### src/rtl/eth_smp_buf_writer_if.sv
// Sample-stream, buffer-RAM write and sender hand-off signals of eth_smp_buf_writer.
// master = the writer block, slave = the environment (sample source, RAM, UDP sender).
interface eth_smp_buf_writer_if #(
    parameter int ADDR_W = 10,
    parameter int SMP_W  = 16
);
    logic [SMP_W-1:0]   i_smp_data;
    logic               i_smp_vld;
    logic               o_smp_rdy;
    logic [ADDR_W-1:0]  o_wr_addr;
    logic [2*SMP_W-1:0] o_wr_data;
    logic               o_wr_en;
    logic               o_rd_bank;
    logic               o_frame_rdy;
    logic               i_rd_busy;
    logic [31:0]        o_frame_cnt;
    logic [15:0]        o_ovf_cnt;

    modport master (
        input  i_smp_data,
        input  i_smp_vld,
        output o_smp_rdy,
        output o_wr_addr,
        output o_wr_data,
        output o_wr_en,
        output o_rd_bank,
        output o_frame_rdy,
        input  i_rd_busy,
        output o_frame_cnt,
        output o_ovf_cnt
    );

    modport slave (
        output i_smp_data,
        output i_smp_vld,
        input  o_smp_rdy,
        input  o_wr_addr,
        input  o_wr_data,
        input  o_wr_en,
        input  o_rd_bank,
        input  o_frame_rdy,
        output i_rd_busy,
        input  o_frame_cnt,
        input  o_ovf_cnt
    );
endinterface

### src/rtl/eth_smp_buf_writer.sv
// Packs 16-bit sample pairs into a ping-pong 2x512x32 buffer, one bank per i_msync_n frame.
// Define BUF_HDR_EN to reserve word 0 of each bank for a {frame_cnt[15:0], 6'b0, word_cnt} header.
module eth_smp_buf_writer #(
    parameter int ADDR_W = 10,
    parameter int SMP_W  = 16
) (
    input  logic                 clk,
    input  logic                 rst_n,
    input  logic                 i_msync_n,
    eth_smp_buf_writer_if.master bus
);
    localparam int BANK_W = ADDR_W - 1;
    localparam int WORD_W = 2 * SMP_W;
    localparam logic [ADDR_W-1:0] LAST_PTR = ADDR_W'((1 << BANK_W) - 1);
`ifdef BUF_HDR_EN
    localparam logic [ADDR_W-1:0] FIRST_PTR = ADDR_W'(1);
`else
    localparam logic [ADDR_W-1:0] FIRST_PTR = '0;
`endif

    typedef enum logic [1:0] {IDLE, FILL, COMMIT, SWAP} state_t;

    state_t            state_q, state_d;
    logic              meta_q, meta_d;
    logic              sync_q, sync_d;
    logic              sync_dly_q, sync_dly_d;
    logic              sync_fall_q, sync_fall_d;
    logic [ADDR_W-1:0] ptr_q, ptr_d;
    logic              half_q, half_d;
    logic [SMP_W-1:0]  lo_q, lo_d;
    logic              restart_q, restart_d;
    logic              wr_bank_q, wr_bank_d;
    logic              wr_en_q, wr_en_d;
    logic [ADDR_W-1:0] wr_addr_q, wr_addr_d;
    logic [WORD_W-1:0] wr_data_q, wr_data_d;
    logic              rd_bank_q, rd_bank_d;
    logic              frame_rdy_q, frame_rdy_d;
    logic [31:0]       frame_cnt_q, frame_cnt_d;
    logic [15:0]       ovf_cnt_q, ovf_cnt_d;
    logic              smp_rdy;

    // Two-stage synchronizer plus a registered falling-edge pulse (pin to pulse = 3 clk)
    always_comb begin
        meta_d      = i_msync_n;
        sync_d      = meta_q;
        sync_dly_d  = sync_q;
        sync_fall_d = sync_dly_q & ~sync_q;
    end

    always_comb begin
        state_d     = state_q;
        ptr_d       = ptr_q;
        half_d      = half_q;
        lo_d        = lo_q;
        restart_d   = restart_q;
        wr_bank_d   = wr_bank_q;
        wr_en_d     = 1'b0;
        wr_addr_d   = wr_addr_q;
        wr_data_d   = wr_data_q;
        rd_bank_d   = rd_bank_q;
        frame_rdy_d = 1'b0;
        frame_cnt_d = frame_cnt_q;
        ovf_cnt_d   = ovf_cnt_q;
        smp_rdy     = 1'b0;

        case (state_q)
            IDLE: begin
                if (sync_fall_q) begin
                    state_d = FILL;
                    ptr_d   = FIRST_PTR;
                    half_d  = 1'b0;
                end
            end

            FILL: begin
                // A sync edge wins over a coincident sample: the frame closes without it
                smp_rdy = ~sync_fall_q;
                if (sync_fall_q) begin
                    restart_d = 1'b1;
                    state_d   = COMMIT;
                end else if (bus.i_smp_vld) begin
                    if (!half_q) begin
                        lo_d   = bus.i_smp_data;
                        half_d = 1'b1;
                    end else begin
                        wr_en_d   = 1'b1;
                        wr_addr_d = {wr_bank_q, ptr_q[BANK_W-1:0]};
                        wr_data_d = {bus.i_smp_data, lo_q};
                        ptr_d     = ptr_q + 1'b1;
                        half_d    = 1'b0;
                        if (ptr_q == LAST_PTR) begin
                            state_d = COMMIT;
                        end
                    end
                end
            end

            COMMIT: begin
`ifdef BUF_HDR_EN
                // ptr already points past the last payload word, so ptr - first = words written
                wr_en_d                   = 1'b1;
                wr_addr_d                 = {wr_bank_q, {BANK_W{1'b0}}};
                wr_data_d                 = '0;
                wr_data_d[WORD_W-1 -: 16] = frame_cnt_q[15:0];
                wr_data_d[ADDR_W-1:0]     = ptr_q - FIRST_PTR;
`endif
                rd_bank_d   = wr_bank_q;
                frame_rdy_d = 1'b1;
                frame_cnt_d = frame_cnt_q + 1'b1;
                if (sync_fall_q) begin
                    restart_d = 1'b1;
                end
                state_d = SWAP;
            end

            SWAP: begin
                // The other bank may still be on the wire; hold off until the sender lets go
                if (!bus.i_rd_busy) begin
                    wr_bank_d = ~wr_bank_q;
                    if (restart_q || sync_fall_q) begin
                        state_d   = FILL;
                        ptr_d     = FIRST_PTR;
                        half_d    = 1'b0;
                        restart_d = 1'b0;
                    end else begin
                        state_d = IDLE;
                    end
                end else if (sync_fall_q) begin
                    restart_d = 1'b0;
                    if (ovf_cnt_q != 16'hFFFF) begin
                        ovf_cnt_d = ovf_cnt_q + 1'b1;
                    end
                end
            end

            default: state_d = IDLE;
        endcase
    end

    always_ff @(posedge clk or negedge rst_n) begin
        if (!rst_n) begin
            state_q     <= IDLE;
            meta_q      <= 1'b1;
            sync_q      <= 1'b1;
            sync_dly_q  <= 1'b1;
            sync_fall_q <= 1'b0;
            ptr_q       <= '0;
            half_q      <= 1'b0;
            lo_q        <= '0;
            restart_q   <= 1'b0;
            wr_bank_q   <= 1'b0;
            wr_en_q     <= 1'b0;
            wr_addr_q   <= '0;
            wr_data_q   <= '0;
            rd_bank_q   <= 1'b1;
            frame_rdy_q <= 1'b0;
            frame_cnt_q <= '0;
            ovf_cnt_q   <= '0;
        end else begin
            state_q     <= state_d;
            meta_q      <= meta_d;
            sync_q      <= sync_d;
            sync_dly_q  <= sync_dly_d;
            sync_fall_q <= sync_fall_d;
            ptr_q       <= ptr_d;
            half_q      <= half_d;
            lo_q        <= lo_d;
            restart_q   <= restart_d;
            wr_bank_q   <= wr_bank_d;
            wr_en_q     <= wr_en_d;
            wr_addr_q   <= wr_addr_d;
            wr_data_q   <= wr_data_d;
            rd_bank_q   <= rd_bank_d;
            frame_rdy_q <= frame_rdy_d;
            frame_cnt_q <= frame_cnt_d;
            ovf_cnt_q   <= ovf_cnt_d;
        end
    end

    assign bus.o_smp_rdy   = smp_rdy;
    assign bus.o_wr_en     = wr_en_q;
    assign bus.o_wr_addr   = wr_addr_q;
    assign bus.o_wr_data   = wr_data_q;
    assign bus.o_rd_bank   = rd_bank_q;
    assign bus.o_frame_rdy = frame_rdy_q;
    assign bus.o_frame_cnt = frame_cnt_q;
    assign bus.o_ovf_cnt   = ovf_cnt_q;
endmodule
### src/flat_wrapper.sv
// flat-port wrapper written by rule: the top's interface ports become plain ports
module eth_smp_buf_writer_flat 
#(
    parameter int ADDR_W = 10,
    parameter int SMP_W  = 16
)
  (clk, rst_n, i_msync_n, bus_i_smp_data, bus_i_smp_vld, bus_o_smp_rdy, bus_o_wr_addr, bus_o_wr_data, bus_o_wr_en, bus_o_rd_bank, bus_o_frame_rdy, bus_i_rd_busy, bus_o_frame_cnt, bus_o_ovf_cnt);
  eth_smp_buf_writer_if #(.ADDR_W(ADDR_W), .SMP_W(SMP_W)) bus_i ();
  input  logic clk;
  input  logic rst_n;
  input  logic i_msync_n;
  input wire logic [$bits(bus_i.i_smp_data)-1:0] bus_i_smp_data;
  input wire logic [$bits(bus_i.i_smp_vld)-1:0] bus_i_smp_vld;
  output wire logic [$bits(bus_i.o_smp_rdy)-1:0] bus_o_smp_rdy;
  output wire logic [$bits(bus_i.o_wr_addr)-1:0] bus_o_wr_addr;
  output wire logic [$bits(bus_i.o_wr_data)-1:0] bus_o_wr_data;
  output wire logic [$bits(bus_i.o_wr_en)-1:0] bus_o_wr_en;
  output wire logic [$bits(bus_i.o_rd_bank)-1:0] bus_o_rd_bank;
  output wire logic [$bits(bus_i.o_frame_rdy)-1:0] bus_o_frame_rdy;
  input wire logic [$bits(bus_i.i_rd_busy)-1:0] bus_i_rd_busy;
  output wire logic [$bits(bus_i.o_frame_cnt)-1:0] bus_o_frame_cnt;
  output wire logic [$bits(bus_i.o_ovf_cnt)-1:0] bus_o_ovf_cnt;
  assign bus_i.i_smp_data = bus_i_smp_data;
  assign bus_i.i_smp_vld = bus_i_smp_vld;
  assign bus_o_smp_rdy = bus_i.o_smp_rdy;
  assign bus_o_wr_addr = bus_i.o_wr_addr;
  assign bus_o_wr_data = bus_i.o_wr_data;
  assign bus_o_wr_en = bus_i.o_wr_en;
  assign bus_o_rd_bank = bus_i.o_rd_bank;
  assign bus_o_frame_rdy = bus_i.o_frame_rdy;
  assign bus_i.i_rd_busy = bus_i_rd_busy;
  assign bus_o_frame_cnt = bus_i.o_frame_cnt;
  assign bus_o_ovf_cnt = bus_i.o_ovf_cnt;
  eth_smp_buf_writer #(.ADDR_W(ADDR_W), .SMP_W(SMP_W)) u_core (.clk(clk), .rst_n(rst_n), .i_msync_n(i_msync_n), .bus(bus_i));
endmodule
### config.mk
export PLATFORM = sky130hd
export DESIGN_NAME = eth_smp_buf_writer_flat
export DESIGN_NICKNAME = d
export VERILOG_FILES = /design/src/rtl/eth_smp_buf_writer_if.sv /design/src/rtl/eth_smp_buf_writer.sv /design/src/flat_wrapper.sv
export SDC_FILE = /design/constraint.sdc
export NUM_CORES = 1
export LEC_CHECK = 0
export CAP_MARGIN = 10
export CORE_ASPECT_RATIO = 0.75
export CORE_MARGIN = 3
export CORE_UTILIZATION = 36
export CTS_CLUSTER_DIAMETER = 200
export DETAILED_ROUTE_END_ITERATION = 7
export PLACE_DENSITY = 0.67
export SYNTH_ARGS = -nofsm -noshare
export SYNTH_HDL_FRONTEND = slang
export SYNTH_SLANG_ARGS = --single-unit
export TNS_END_PERCENT = 100
### constraint.sdc
create_clock -name clk -period 2.2 [get_ports clk]
set_input_delay 0.44 -clock clk [delete_from_list [all_inputs] [get_ports clk]]
set_output_delay 0.44 -clock clk [all_outputs]
set_load 0.01 [all_outputs]
After elaboration in Yosys (flattened, before gate mapping):

Cells that the tools add are included.

* register bits after elaboration: 128
* word-level logic and storage cells: 87

* add/subtract/negate cells: 3
* equality and inequality tests: 17
* mux-type cells: 31
* bitwise logic cells: 6
* reductions and logical operators: 13

Operator list (count)
* 10-bit 2-to-1 mux: 6
* 32-bit by 1-bit adder with 32-bit output, second input constant: 1
* 10-bit case mux with 3 select lines: 1
* 16-bit by 1-bit adder with 16-bit output, second input constant: 1
* 16-bit != test, second input constant: 1
* 4-bit AND reduction: 4
* 1-bit 2-to-1 mux: 15
* 2-bit 2-to-1 mux: 6
* 10-bit by 1-bit adder with 10-bit output, second input constant: 1
* 10-bit by 9-bit equality test with 1-bit output, second input constant: 1
* 3-bit by 2-bit != test with 1-bit output, second input constant: 3
* 2-bit by 1-bit != test with 1-bit output, second input constant: 4
* 2-bit case mux with 4 select lines: 1
* 7-bit AND reduction: 1
* 2-bit != test, second input constant: 3
* 3-bit by 1-bit != test with 1-bit output, second input constant: 2
* 6-bit AND reduction: 1
* 1-bit inverter: 5
* 5-bit AND reduction: 1
* 2-bit equality test, second input constant: 2
* 1-bit case mux with 3 select lines: 1
* 3-bit nonzero test: 1
* 2-bit by 1-bit equality test with 1-bit output, second input constant: 1
* 2-bit logical NOT: 1
* other kinds (6): 6

Logic depth before layout (Yosys ltp):

* depth after elaboration: 6
* gate-level depth with buffers: 8
* gate-level depth less buffers: 7

Worst setup path after synthesis:

Ideal clock, no wire load.

* kind: reg2reg
* start: register u_core.state_q[1]
* end: register u_core.lo_q[0]
* setup time: 0.125 ns
* data arrival time: 1.745 ns
* setup slack: 0.330 ns
* stages on the path, launching flop included: 9
* clock period less this slack: 1.870 ns
* cell sequence: dfrtp_1 inv_1 ha_1 nand2_1 inv_2 nand2_1 nor2_2 buf_2 mux2_2

* cells in the longest elaborated chain, start to end: 2

Ends and longest elaborated chain
* start: declaration: RTL line eth_smp_buf_writer.sv:23 `state_t state_q, state_d;`
* start signal: assignment: RTL line eth_smp_buf_writer.sv:160 `state_q <= state_d;`
* 2-bit by 1-bit equality test with 1-bit output: RTL line eth_smp_buf_writer.sv:66 `case (state_q)`
* 4-bit AND reduction (no line)
* end signal: assignment: RTL line eth_smp_buf_writer.sv:167 `lo_q <= lo_d;`
* end: declaration: RTL line eth_smp_buf_writer.sv:30 `logic [SMP_W-1:0] lo_q, lo_d;`

Every way passes these cells.
A chain may end at the register's enable or synchronous reset.

Final worst setup path:

* start: register u_core.state_q[1]
* end: register u_core.ptr_q[0]

* cells in the longest elaborated chain, start to end: 3
* elaborated cells on any way between the ends: 12
* those cells by class: eq/ne: 8; mux: 1; reduce/logical: 3

Ends and longest elaborated chain
* 2-bit by 1-bit equality test with 1-bit output, or another cell as far along: RTL line eth_smp_buf_writer.sv:66
* 2-bit by 1-bit != test with 1-bit output (no line), or another cell as far along
* 7-bit AND reduction (no line)
* end signal: assignment: RTL line eth_smp_buf_writer.sv:165 `ptr_q <= ptr_d;`
* end: declaration: RTL line eth_smp_buf_writer.sv:28 `logic [ADDR_W-1:0] ptr_q, ptr_d;`

Parallel ways exist; a longest one is shown, timed or not.

==> impl_metrics.json <==
{
  "die_y_um": 115,
  "rows": 39,
  "grt_overflow": 0,
  "finClkSkew_ps": 5.90,
  "dp.final_hpwl_mm": 8.75,
  "cts_made_buffers": 17,
  "antenna_found_initial": 0,
  "synth_cells": 445,
  "cts_tree": "done",
  "finalNonFillerCells": 800,
  "ys_seq_area_frac": 0.565,
  "async_reset_ff_frac": 1.00,
  "rsz0062_at_grt": "no",
  "hold_viol": 0,
  "worst_pin_slew_ps": 637,
  "synth_edf_count": 0,
  "seq_area_mm2": 0.00321,
  "grt_max_degree": 51,
  "placedCellCount": 768,
  "die_area_mm2": 0.0173,
  "ys_ff_latch": 128,
  "arrival_ps": 2380,
  "maxSlewViolCount": 0,
  "fill_cells": 1364,
  "via_count": 3975,
  "peakVddDrop_mv": 0.626,
  "drc_errors": 0,
  "start_kind": "flop",
  "multi_input_area_mm2": 0.00235,
  "clock_latency_ps": 410,
  "grt_first_pass_wirelength_mm": 20.4,
  "synth_flop_cell": "dfrtp_1",
  "synth_cell_types": 52,
  "grt_util_met3": 0.0427,
  "power.leakage_nw": 3.36,
  "hold_slack_ps": 354,
  "post_cts_buffers": 0,
  "synth_area_mm2": 0.00567,
  "drive_gt1_frac": 0.249,
  "slew_headroom": 0.573,
  "finalCritPeriodShare": 0.949,
  "power.density_mw_per_mm2": 1160,
  "core_mm2": 0.0153,
  "outcome": "completed",
  "cts_root_buffer": "clkbuf_16",
  "clock.fmax_ghz": 0.479,
  "clk_pin_slew_ps": 60,
  "placed_cell_area_mm2": 0.00720,
  "final_nets": 612,
  "wl_mm": 12.3,
  "area_delta_synth_final_pct": 37.3,
  "dr.first_iter.drc_count": 221,
  "h-tree-depth": 4,
  "synth.avg_cell_area_um2": 12.8,
  "finalSetupTns_ps": 0,
  "firstDrtPassIters": 4,
  "initial_core_util": 0.370,
  "maxCapViolCount": 0,
  "vias_per_cell": 4.97,
  "hold_class": "flop to flop",
  "final_area_mm2": 0.00779,
  "gr-max-usage-layer": "met2",
  "grt_pass1_vias": 3951,
  "setup_viol": 0,
  "timing.final.crit_period_ps": 2090,
  "ant_nets": 0,
  "clock-sinks": 128,
  "post-route-util": 0.509,
  "wl_per_cell_um": 15.4,
  "grt_use_total": 0.148,
  "antenna_cells": 0,
  "clk_path_buf_depth": 2,
  "yosys_warnings": 0,
  "io_buffers": 114,
  "die_w_um": 151,
  "use_met2": 0.236,
  "endpoint_kind": "flop",
  "syn_nets": 474,
  "critPathKind": "flop to flop",
  "gp_congestion": 0.829,
  "io_pins": 115,
  "worst_ep_required_time_ps": 2490,
  "cp_max_fo": 12,
  "grtUsageMet1": 0.197
}
sequential cells by signal, summed over array words and instances (netlist names):
name / cells
u_core.sync_dly_q: 1
u_core.sync_dly_d: 1
u_core.half_q: 1
u_core.bus.o_wr_data: 32
u_core.bus.o_ovf_cnt: 16
u_core.bus.o_frame_cnt: 32
u_core.bus.o_wr_en: 1
u_core.bus.o_rd_bank: 1
u_core.restart_q: 1
u_core.wr_bank_q: 1
u_core.ptr_q: 10
u_core.lo_q: 16
u_core.bus.o_frame_rdy: 1
u_core.state_q: 2
u_core.sync_fall_q: 1
u_core.bus.o_wr_addr: 10
u_core.meta_q: 1
timing repair:
item                       CTS  global route
setup endpoints to repair    1             1
gates resized for setup      1             1
hold buffers                 1             0
hold endpoints to repair    32             0
cloned                       0             0
path summary, 6_finish.rpt:
kind | from | to | slack (ps) | cells past startpoint
min in group asynchronous | rst_n | u_core.bus.o_frame_cnt[30] | 510 | 2
max in group asynchronous | rst_n | u_core.bus.o_frame_cnt[16] | 920 | 4
min | u_core.meta_q | u_core.sync_dly_d | 350 | 0
max | u_core.state_q[1] | u_core.ptr_q[0] | 110 | 7
max reg2reg | u_core.state_q[1] | u_core.ptr_q[0] | 110 | 7
min reg2reg | u_core.meta_q | u_core.sync_dly_d | 350 | 0
final cells by class:
type | count | area share
well taps | 205 | 0.0329
inverters | 11 | 0.00530
repair buffers | 136 | 0.174
flip-flops and latches | 128 | 0.412
clock inverters | 13 | 0.0178
multi-input cells | 289 | 0.302
clock buffers | 18 | 0.0564
worst max-delay path, cell delays in order (launching register included):
cell      delay, ps
dfrtp_1         420
inv_1           120
ha_1            190
buf_4           190
clkinv_1        110
a21oi_2         370
or3_1           220
mux2_2          340
cells by family after synthesis:
group | after synthesis | synth area share
mux | 70 | 0.137
xor+xnor | 46 | 0.0710
compound gates | 42 | 0.0551
buf+inv | 28 | 0.0223
flops | 128 | 0.565
simple gates | 123 | 0.131
fa+ha+maj | 8 | 0.0176
routing by layer:
layer  share of wire  wire length [um]
met3           0.035               436
met1            0.47              5790
met5               0                 0
met4          0.0080                98
met2            0.49              5970
metrics by stage:
stage                     power [mW]  worst slack (ps)
after floorplan                 4.93               330
after global placement          6.26               118
after detailed placement        6.39              66.7
after CTS                       9.16               101
after global routing            9.56              2.43
final                           9.05               112
layout by cell type, fill, tap and decap left out, types with 4 or more instances in the layout:
master / Yosys / routed
mux2_2: 63 / 63
nand4_1: 16 / 16
inv_1: 8 / 8
clkinvlp_4: 0 / 5
xnor2_1: 36 / 36
nor2_1: 11 / 11
nor4_1: 11 / 11
o21ai_0: 7 / 7
buf_12: 0 / 4
and3_1: 8 / 8
dfstp_2: 4 / 4
clkdlybuf4s50_1: 0 / 112
a31o_2: 7 / 7
o31ai_1: 9 / 9
xor2_1: 10 / 10
mux2i_1: 7 / 7
buf_4: 1 / 18
nand2_1: 22 / 22
clkbuf_16: 0 / 17
dfrtp_1: 124 / 124
nand3_1: 20 / 19
ha_1: 8 / 8
nor3_1: 4 / 4
and4_1: 4 / 4
Yosys cell counts, drive strengths merged, types with 7 or more instances:
cell type	count	share of area
a31o	7	0.011
and3	10	0.011
buf	10	0.010
clkbuf	7	0.0046
dfrtp	124	0.55
ha	8	0.018
inv	10	0.0066
mux2	63	0.13
mux2i	7	0.012
nand2	22	0.015
nand3	21	0.019
nand4	19	0.026
nor2	12	0.0084
nor4	15	0.021
o21ai	11	0.010
o31ai	9	0.012
xnor2	36	0.056
xor2	10	0.015
where the power goes:
part / switching [mW] / leakage (nW) / total, mW / internal, mW
Combinational: 1.27 / 1.43 / 2.91 / 1.64
Sequential: 0.423 / 1.66 / 3.42 / 3.00
Clock: 1.03 / 0.271 / 2.72 / 1.69
Total: 2.73 / 3.36 / 9.05 / 6.32
No activity file was read; power rests on OpenSTA's default activity.
